--- config.mk ---
export PLATFORM = sky130hd
export DESIGN_NAME = uart_tx
export DESIGN_NICKNAME = d
export VERILOG_FILES = /design/src/rtl/uart_tx.sv
export SDC_FILE = /design/constraint.sdc
export NUM_CORES = 1
export LEC_CHECK = 0
export CAP_MARGIN = 25
export CORE_MARGIN = 2
export CORE_UTILIZATION = 55
export CTS_CLUSTER_DIAMETER = 100
export DETAILED_ROUTE_END_ITERATION = 8
export GPL_TIMING_DRIVEN = 0
export PLACE_DENSITY_LB_ADDON = 0.05
export SYNTH_ARGS = -nofsm -noshare
export SYNTH_HDL_FRONTEND = slang
export SYNTH_SLANG_ARGS = --single-unit
--- constraint.sdc ---
create_clock -name clk -period 5 [get_ports clk]
set_input_delay 1 -clock clk [delete_from_list [all_inputs] [get_ports clk]]
set_output_delay 1 -clock clk [all_outputs]
set_load 0.005 [all_outputs]
--- src/rtl/uart_tx.sv ---
// uart_tx -- asynchronous serial transmitter.
//
// Sends one DBIT-bit word per request as a frame made of a start bit (low),
// the data bits LSB first, and a stop phase (high) of SB_TICK ticks. Bit
// timing comes from an external 16x oversampling tick (s_tick). Each start or
// data bit lasts 16 ticks. The clock is never divided here.
//
// Parameters
//   DBIT     data bits per frame (default 8)
//   SB_TICK  stop phase length in s_ticks: 16 = 1, 24 = 1.5, 32 = 2 stop bits
//
// Ports
//   clk           system clock
//   reset_n       asynchronous active-low reset; aborts any frame in flight
//   s_tick        16x baud tick, one clk wide
//   tx_start      transmit request, only looked at while idle
//   din           data word, captured on the edge that accepts tx_start
//   tx            registered serial line, idles high
//   tx_busy       registered; high while a frame is on the line
//   tx_done_tick  one-clk pulse on the final stop tick

module uart_tx #(
   parameter int DBIT    = 8,
   parameter int SB_TICK = 16
) (
   input  logic            clk,
   input  logic            reset_n,
   input  logic            s_tick,
   input  logic            tx_start,
   input  logic [DBIT-1:0] din,
   output logic            tx,
   output logic            tx_busy,
   output logic            tx_done_tick
);

   localparam int SW = $clog2(SB_TICK) + 1;
   localparam int NW = (DBIT > 1) ? $clog2(DBIT) : 1;

   localparam logic [SW-1:0] BIT_LAST  = SW'(15);
   localparam logic [SW-1:0] STOP_LAST = SW'(SB_TICK - 1);
   localparam logic [NW-1:0] N_LAST    = NW'(DBIT - 1);

   typedef enum logic [1:0] {
      IDLE,
      START,
      DATA,
      STOP
   } state_t;

   state_t          state_reg, state_next;
   logic [SW-1:0]   s_cnt_reg, s_cnt_next;
   logic [NW-1:0]   n_cnt_reg, n_cnt_next;
   logic [DBIT-1:0] b_reg, b_next;
   logic            tx_reg, tx_next;
   logic            busy_reg, busy_next;
   logic            done;

   // State and datapath registers. Reset is asynchronous so the line goes
   // high immediately when a frame is aborted.
   always_ff @(posedge clk or negedge reset_n) begin
      if (!reset_n) begin
         state_reg <= IDLE;
         s_cnt_reg <= '0;
         n_cnt_reg <= '0;
         b_reg     <= '0;
         tx_reg    <= 1'b1;
         busy_reg  <= 1'b0;
      end else begin
         state_reg <= state_next;
         s_cnt_reg <= s_cnt_next;
         n_cnt_reg <= n_cnt_next;
         b_reg     <= b_next;
         tx_reg    <= tx_next;
         busy_reg  <= busy_next;
      end
   end

   // Next-state and line-level logic. The line level is decided by the
   // current state and registered, so tx trails the state by one clk.
   always_comb begin
      state_next = state_reg;
      s_cnt_next = s_cnt_reg;
      n_cnt_next = n_cnt_reg;
      b_next     = b_reg;
      tx_next    = 1'b1;
      done       = 1'b0;

      case (state_reg)
         IDLE: begin
            tx_next = 1'b1;
            if (tx_start) begin
               b_next     = din;
               s_cnt_next = '0;
               state_next = START;
            end
         end

         START: begin
            tx_next = 1'b0;
            if (s_tick) begin
               if (s_cnt_reg == BIT_LAST) begin
                  s_cnt_next = '0;
                  n_cnt_next = '0;
                  state_next = DATA;
               end else begin
                  s_cnt_next = s_cnt_reg + SW'(1);
               end
            end
         end

         DATA: begin
            tx_next = b_reg[0];
            if (s_tick) begin
               if (s_cnt_reg == BIT_LAST) begin
                  s_cnt_next = '0;
                  b_next     = b_reg >> 1;
                  if (n_cnt_reg == N_LAST) begin
                     state_next = STOP;
                  end else begin
                     n_cnt_next = n_cnt_reg + NW'(1);
                  end
               end else begin
                  s_cnt_next = s_cnt_reg + SW'(1);
               end
            end
         end

         STOP: begin
            tx_next = 1'b1;
            if (s_tick) begin
               if (s_cnt_reg == STOP_LAST) begin
                  state_next = IDLE;
                  done       = 1'b1;
               end else begin
                  s_cnt_next = s_cnt_reg + SW'(1);
               end
            end
         end

         default: begin
            state_next = IDLE;
         end
      endcase

      // Busy rises together with the falling start edge on tx. It drops on
      // the edge that ends the done pulse, so it is already low in the first
      // idle cycle.
      busy_next = (state_reg != IDLE) && !done;
   end

   assign tx           = tx_reg;
   assign tx_busy      = busy_reg;
   assign tx_done_tick = done;

endmodule
==> flow_metrics.env, run 1 <==
export IMPL_core_area_um2=1962
export IMPL_finalSetupViolCount=0
export IMPL_diodes=0
export IMPL_setup_tns_ns=0
export IMPL_wl_um=2093
export IMPL_syn_area_um2=1142
export IMPL_ir_drop_uv=325.6
export IMPL_drt_antenna_violating_nets=0
export IMPL_gr_total_overflow=0
export IMPL_hold_end="tx"
export IMPL_ys_ff_latch=20
export IMPL_worst_ep_required_time_ns=4.00
export IMPL_fin_cells=155
export IMPL_cts_buffer_depth=2
export IMPL_p_leak_nw=0.6121
export IMPL_io_pins=15
export IMPL_layout_area_overhead_vs_synth_pct=18.40
export IMPL_multiInputGateArea_um2=590.6
export IMPL_rows=16
export IMPL_syn_mean_instance_area_um2=10.38
export IMPL_grtUsageTotal=0.1934
export IMPL_drcViolationCount=0
export IMPL_drt_wirelength_per_cell_um=13.50
export IMPL_tritoncts="built"
export IMPL_die_y_um=49.58
export IMPL_fmax_mhz=300.2
export IMPL_fin_skew_ns=0.004816
export IMPL_cts_resized_gates=0
export IMPL_holdPathStages=2
export IMPL_power_density_nw_per_um2=542.5
export IMPL_antenna_found_initial=0
export IMPL_maxCapViolations=0
export IMPL_cts_clk_slew_worst_paths_ns=0.11
export IMPL_min_from="b_reg[0]"
export IMPL_maxSlewHeadroom=0.4046
export IMPL_vias=841
export IMPL_grt_max_degree=21
export IMPL_fillCellCount=176
export IMPL_start_util=0.5823
export IMPL_dpl_cell_area_um2=1316
export IMPL_cts_max_level=1
export IMPL_r2r_start="s_cnt_reg[0]"
export IMPL_path_class="input pin to output port"
export IMPL_worst_slew_pin_slew_ns=0.8903
export IMPL_ys_types=35
export IMPL_p_total_w=0.0007338
export IMPL_crit_path_end_kind="output port"
export IMPL_dp_hpwl_um=1553
export IMPL_firstDrtPassIters=4
export IMPL_cts_sinks=20
export IMPL_hp_class="register to register"
export IMPL_numCtsBuffers=3
export IMPL_fin_hold_ws_ns=0.5263
export IMPL_post_route_min_period_ns=3.331
export IMPL_fin_area_um2=1353
export IMPL_drt_iter0_markers=11
export IMPL_die_area_um2=2458
export IMPL_cts_root_buffer="clkbuf_4"
export IMPL_io_buffer_count=14
export IMPL_r2r_cells=8
export IMPL_routed_via_density=5.426
export IMPL_worstPathMaxFanout=4
export IMPL_holdBufCountCts=0
export IMPL_slew_viol_final=0
export IMPL_die_w_um=49.58
export IMPL_cp_arrival_ns=2.33
export IMPL_fin_nets=152
export IMPL_grt_pass1_vias=891
export IMPL_startpoint_type="input pin"
export IMPL_final_cell_mix="dfrtp_1, clkdlybuf4s50_1, nor2_1, ha_1, nand2_1"
export IMPL_post_cts_setup_buffer_count=0
export IMPL_grt_first_pass_wirelength_um=3712
export IMPL_layout_commonest_cell="dfrtp_1"
export IMPL_dp_cells=151
export IMPL_final_seq_area_um2=501.7
export IMPL_largest_reg_flops=8
export IMPL_ys_seq_area_frac=0.4392
export IMPL_rrSetupSlack_ns=3.04
export IMPL_clkLatencyLatePin_ns=0.29
export IMPL_rsz0062_at_grt="false"
export IMPL_outcome="finished, final reports clean"
export IMPL_gp_congestion=0.8021
export IMPL_r2r_end="state_reg[1]"
export IMPL_drive_gt1_frac=0.1250
export IMPL_yosysWarnings=0
export IMPL_synth_nets=133
export IMPL_finalCritPeriodShare=0.6662
export IMPL_hold_viol=0
export IMPL_synthCells=110
routing by layer:
layer | track usage | wire, um | part of all wire | vias to the layer above
met3 | 0.03939 | 59 | 0.028 | 2
met5 | 0 | 0 | 0 | -
met4 | 0.04630 | 13 | 0.0062 | 0
met1 | 0.2421 | 974 | 0.47 | 404
met2 | 0.3400 | 1046 | 0.50 | 16
li1 | - | - | - | 419
report_power, final:
group | internal [W] | switching, W
registers | 0.000227 | 0.0000362
clock network | 0.0000443 | 0.0000472
logic | 0.000176 | 0.000204
Yosys cell counts:
cell | count | share of area
nor2b_1 | 1 | 0.0055
nand2b_1 | 3 | 0.016
o21bai_1 | 1 | 0.0066
a2bb2oi_1 | 1 | 0.0077
nand2_1 | 9 | 0.030
a21oi_1 | 8 | 0.035
dfrtp_1 | 19 | 0.42
buf_6 | 1 | 0.0099
nor2_1 | 11 | 0.036
nand3b_1 | 1 | 0.0066
a221o_1 | 1 | 0.0088
a22o_1 | 4 | 0.031
o31ai_1 | 1 | 0.0066
nor3_1 | 2 | 0.0088
ha_1 | 11 | 0.12
mux2_1 | 1 | 0.0099
dfstp_2 | 1 | 0.023
a21o_1 | 1 | 0.0066
o21ai_0 | 4 | 0.018
mux2i_1 | 8 | 0.070
a21oi_4 | 1 | 0.014
inv_2 | 1 | 0.0033
a22o_2 | 1 | 0.0088
inv_1 | 6 | 0.020
mux2_2 | 1 | 0.0099
o2111ai_2 | 1 | 0.013
and2_1 | 1 | 0.0055
a21oi_2 | 1 | 0.0077
o21ai_1 | 1 | 0.0044
buf_4 | 1 | 0.0066
buf_2 | 1 | 0.0044
nand3_1 | 2 | 0.0088
o32a_1 | 1 | 0.0088
nor2_2 | 1 | 0.0055
a21o_2 | 1 | 0.0077
cells by family after synthesis:
logic type,after synthesis,synth area share
AOI/OAI and AO/OA,28,0.1840
adders and majority gates,11,0.1205
buffers and inverters,10,0.04380
DFF,20,0.4392
muxes,10,0.08982
and+or+nand+nor,31,0.1227
worst max-delay path: stages:
cell	delay, ns
clkdlybuf4s50_1	0.52
nand2_1	0.14
nor2_1	0.15
clkdlybuf4s50_1	0.52
per-stage QoR:
step                      setup WS, ns    util
after floorplan                  2.752       -
after global placement           1.683  0.6709
after detailed placement         1.672  0.6709
after CTS                        1.668  0.6894
after global routing             1.593  0.6894
final                            1.669  0.6894
worst max path at each step:
stage | from | to | slack, ns | depth (start not counted)
finish | s_tick | tx_done_tick | 1.67 | 4
global route | s_tick | tx_done_tick | 1.59 | 4
CTS | s_tick | tx_done_tick | 1.67 | 4
detailed placement | s_tick | tx_done_tick | 1.67 | 4
global placement | s_tick | tx_done_tick | 1.68 | 4
floorplan | s_tick | tx_done_tick | 2.75 | 2
area by class of cell:
| type | instances | area share |
|---|---|---|
| multi-input cells | 80 | 0.4366 |
| clock buffers | 4 | 0.02683 |
| repair buffers | 14 | 0.1036 |
| inverters | 7 | 0.01943 |
| well taps | 27 | 0.02498 |
| flip-flops and latches | 20 | 0.3710 |
| plain buffers | 3 | 0.01758 |
Power figures use the tool's default switching activity.
==> inputs of run 2 (changes only) <==
--- a/config.mk
+++ b/config.mk
@@ -7,7 +7,7 @@
 export LEC_CHECK = 0
 export CAP_MARGIN = 25
 export CORE_MARGIN = 2
-export CORE_UTILIZATION = 55
+export CORE_UTILIZATION = 53
 export CTS_CLUSTER_DIAMETER = 100
 export DETAILED_ROUTE_END_ITERATION = 8
 export GPL_TIMING_DRIVEN = 0
==> constraint.sdc (replaced) <==
create_clock -name clk -period 3.17 [get_ports clk]
set_input_delay 0.634 -clock clk [delete_from_list [all_inputs] [get_ports clk]]
set_output_delay 0.634 -clock clk [all_outputs]
set_load 0.005 [all_outputs]
==> run 2 against run 1 <==
Net effect: sequential power rose by 57%; die area rose by 3.5%; largest power group unchanged; largest cell class unchanged; design area fell by 0.74%.
==> flow_metrics.env, run 2 (synthesis gave the netlist of run 1 again) <==
export IMPL_drcViolationCount=0
export IMPL_rsz0062_at_grt="false"
export IMPL_numCtsBuffers=3
export IMPL_p_int_w=0.0006828
export IMPL_die_y_um=50.43
export IMPL_finalCritPeriodShare=0.8609
export IMPL_gr_total_overflow=0
export IMPL_firstDrtPassIters=4
export IMPL_fin_skew_ns=0.001463
export IMPL_pwr_share_clk=0.110
export IMPL_layout_area_overhead_vs_synth_pct=17.52
export IMPL_setup_tns_ns=0
export IMPL_layout_commonest_cell="dfrtp_1"
export IMPL_worst_slew_pin_slew_ns=0.8927
export IMPL_ir_drop_uv=496.1
export IMPL_grt_first_pass_wirelength_um=3539
export IMPL_grt_max_degree=21
export IMPL_post_cts_setup_buffer_count=0
export IMPL_switching_share=0.3927
export IMPL_fillCellCount=162
export IMPL_drt_wirelength_per_cell_um=12.30
export IMPL_largest_reg_flops=8
export IMPL_core_area_um2=2002
export IMPL_finalSetupViolCount=0
export IMPL_cts_max_level=1
export IMPL_fmax_mhz=366.4
export IMPL_clkLatencyLatePin_ns=0.29
export IMPL_drt_antenna_violating_nets=0
export IMPL_routed_via_density=5.271
export IMPL_p_comb_frac=0.523
export IMPL_dp_hpwl_um=1474
export IMPL_slew_viol_final=0
export IMPL_rows=16
export IMPL_io_buffer_count=14
export IMPL_vias=817
export IMPL_cp_arrival_ns=2.10
export IMPL_cts_buffer_depth=2
export IMPL_crit_path_end="tx_done_tick"
export IMPL_fin_hold_ws_ns=0.5308
export IMPL_fin_nets=152
export IMPL_drive_gt1_frac=0.1172
export IMPL_r2r_start="s_cnt_reg[0]"
export IMPL_holdBufCountCts=0
export IMPL_seqPwrFrac=0.367
export IMPL_crit_path_end_kind="output port"
export IMPL_cts_resized_gates=0
export IMPL_outcome="finished, final reports clean"
export IMPL_p_leak_nw=0.6061
export IMPL_worstPathMaxFanout=3
export IMPL_power_density_nw_per_um2=837.5
export IMPL_hp_class="register to register"
export IMPL_drt_iter0_markers=15
export IMPL_post_route_min_period_ns=2.729
export IMPL_hold_viol=0
export IMPL_cp_startpoint="s_cnt_reg[0]"
export IMPL_final_cell_mix="dfrtp_1, clkdlybuf4s50_1, nor2_1, ha_1, nand2_1"
export IMPL_r2r_cells=8
export IMPL_worst_ep_required_time_ns=2.54
export IMPL_diodes=0
export IMPL_startpoint_type="register"
export IMPL_r2r_end="state_reg[1]"
export IMPL_cts_root_buffer="clkbuf_4"
export IMPL_p_switching_w=0.0004416
export IMPL_tritoncts="built"
export IMPL_cts_clk_slew_worst_paths_ns=0.11
export IMPL_wl_um=1907
export IMPL_grt_pass1_vias=819
export IMPL_start_util=0.5706
export IMPL_antenna_found_initial=0
export IMPL_die_area_um2=2543
export IMPL_grtUsageTotal=0.1813
export IMPL_rrSetupSlack_ns=1.23
export IMPL_io_pins=15
export IMPL_gp_congestion=0.7754
export IMPL_path_class="register to output port"
export IMPL_maxCapViolations=0
export IMPL_cts_sinks=20
export IMPL_maxSlewHeadroom=0.4030
export IMPL_die_w_um=50.43
==> run 2: area by class of cell <==
cell class,count,area (um^2),area share
Sequential cell,20,501.7,0.3737
Multi-Input combinational cell,80,590.6,0.4399
Clock buffer,4,26.28,0.01957
Inverter,7,26.28,0.01957
Tap cell,27,33.78,0.02516
Timing Repair Buffer,14,140.1,0.1044
Buffer,3,23.77,0.01771
==> run 2: through the flow <==
step	utilization	setup WS [ns]	total power, W	cell area, um^2	instances
after floorplan	-	1.409	0.0008663	1142	110
after global placement	0.6575	0.5883	0.0009957	1316	151
after detailed placement	0.6575	0.5517	0.001011	1316	151
after CTS	0.6706	0.4257	0.001137	1343	155
after global routing	0.6706	0.2867	0.001228	1343	155
final	0.6706	0.4409	0.001124	1343	155
==> run 2: power by group through the flow <==
stage | logic [W] | clock network, W | registers (W)
3_5_place_dp | 0.000591 | 0 | 0.000420
6_report | 0.000588 | 0.000124 | 0.000412
5_1_grt | 0.000663 | 0.000138 | 0.000427
2_1_floorplan | 0.000457 | 0 | 0.000409
4_1_cts | 0.000594 | 0.000130 | 0.000414
3_3_place_gp | 0.000580 | 0 | 0.000416
==> run 2: critical path: stages, from the launching register on <==
cell and delay, ns:
dfrtp_1 0.39, ha_1 0.21, nand3_1 0.12, inv_1 0.10, ha_1 0.18, nand2_1 0.13
nor2_1 0.15, clkdlybuf4s50_1 0.52
==> run 2: how the worst min path moves through the flow <==
stage                            start      endpoint  cells past startpoint
after global routing      s_cnt_reg[1]  s_cnt_reg[1]                      1
after CTS                     b_reg[0]            tx                      2
final                         b_reg[0]            tx                      2
after detailed placement      b_reg[0]            tx                      2
after floorplan                reset_n      b_reg[0]                      0
after global placement    s_cnt_reg[4]  s_cnt_reg[4]                      2
==> run 2: routing by layer <==
metal	track usage	wire length, um
met5	0	0
met1	0.2519	984
met2	0.2939	879
met4	0.04054	0
met3	0.03571	43
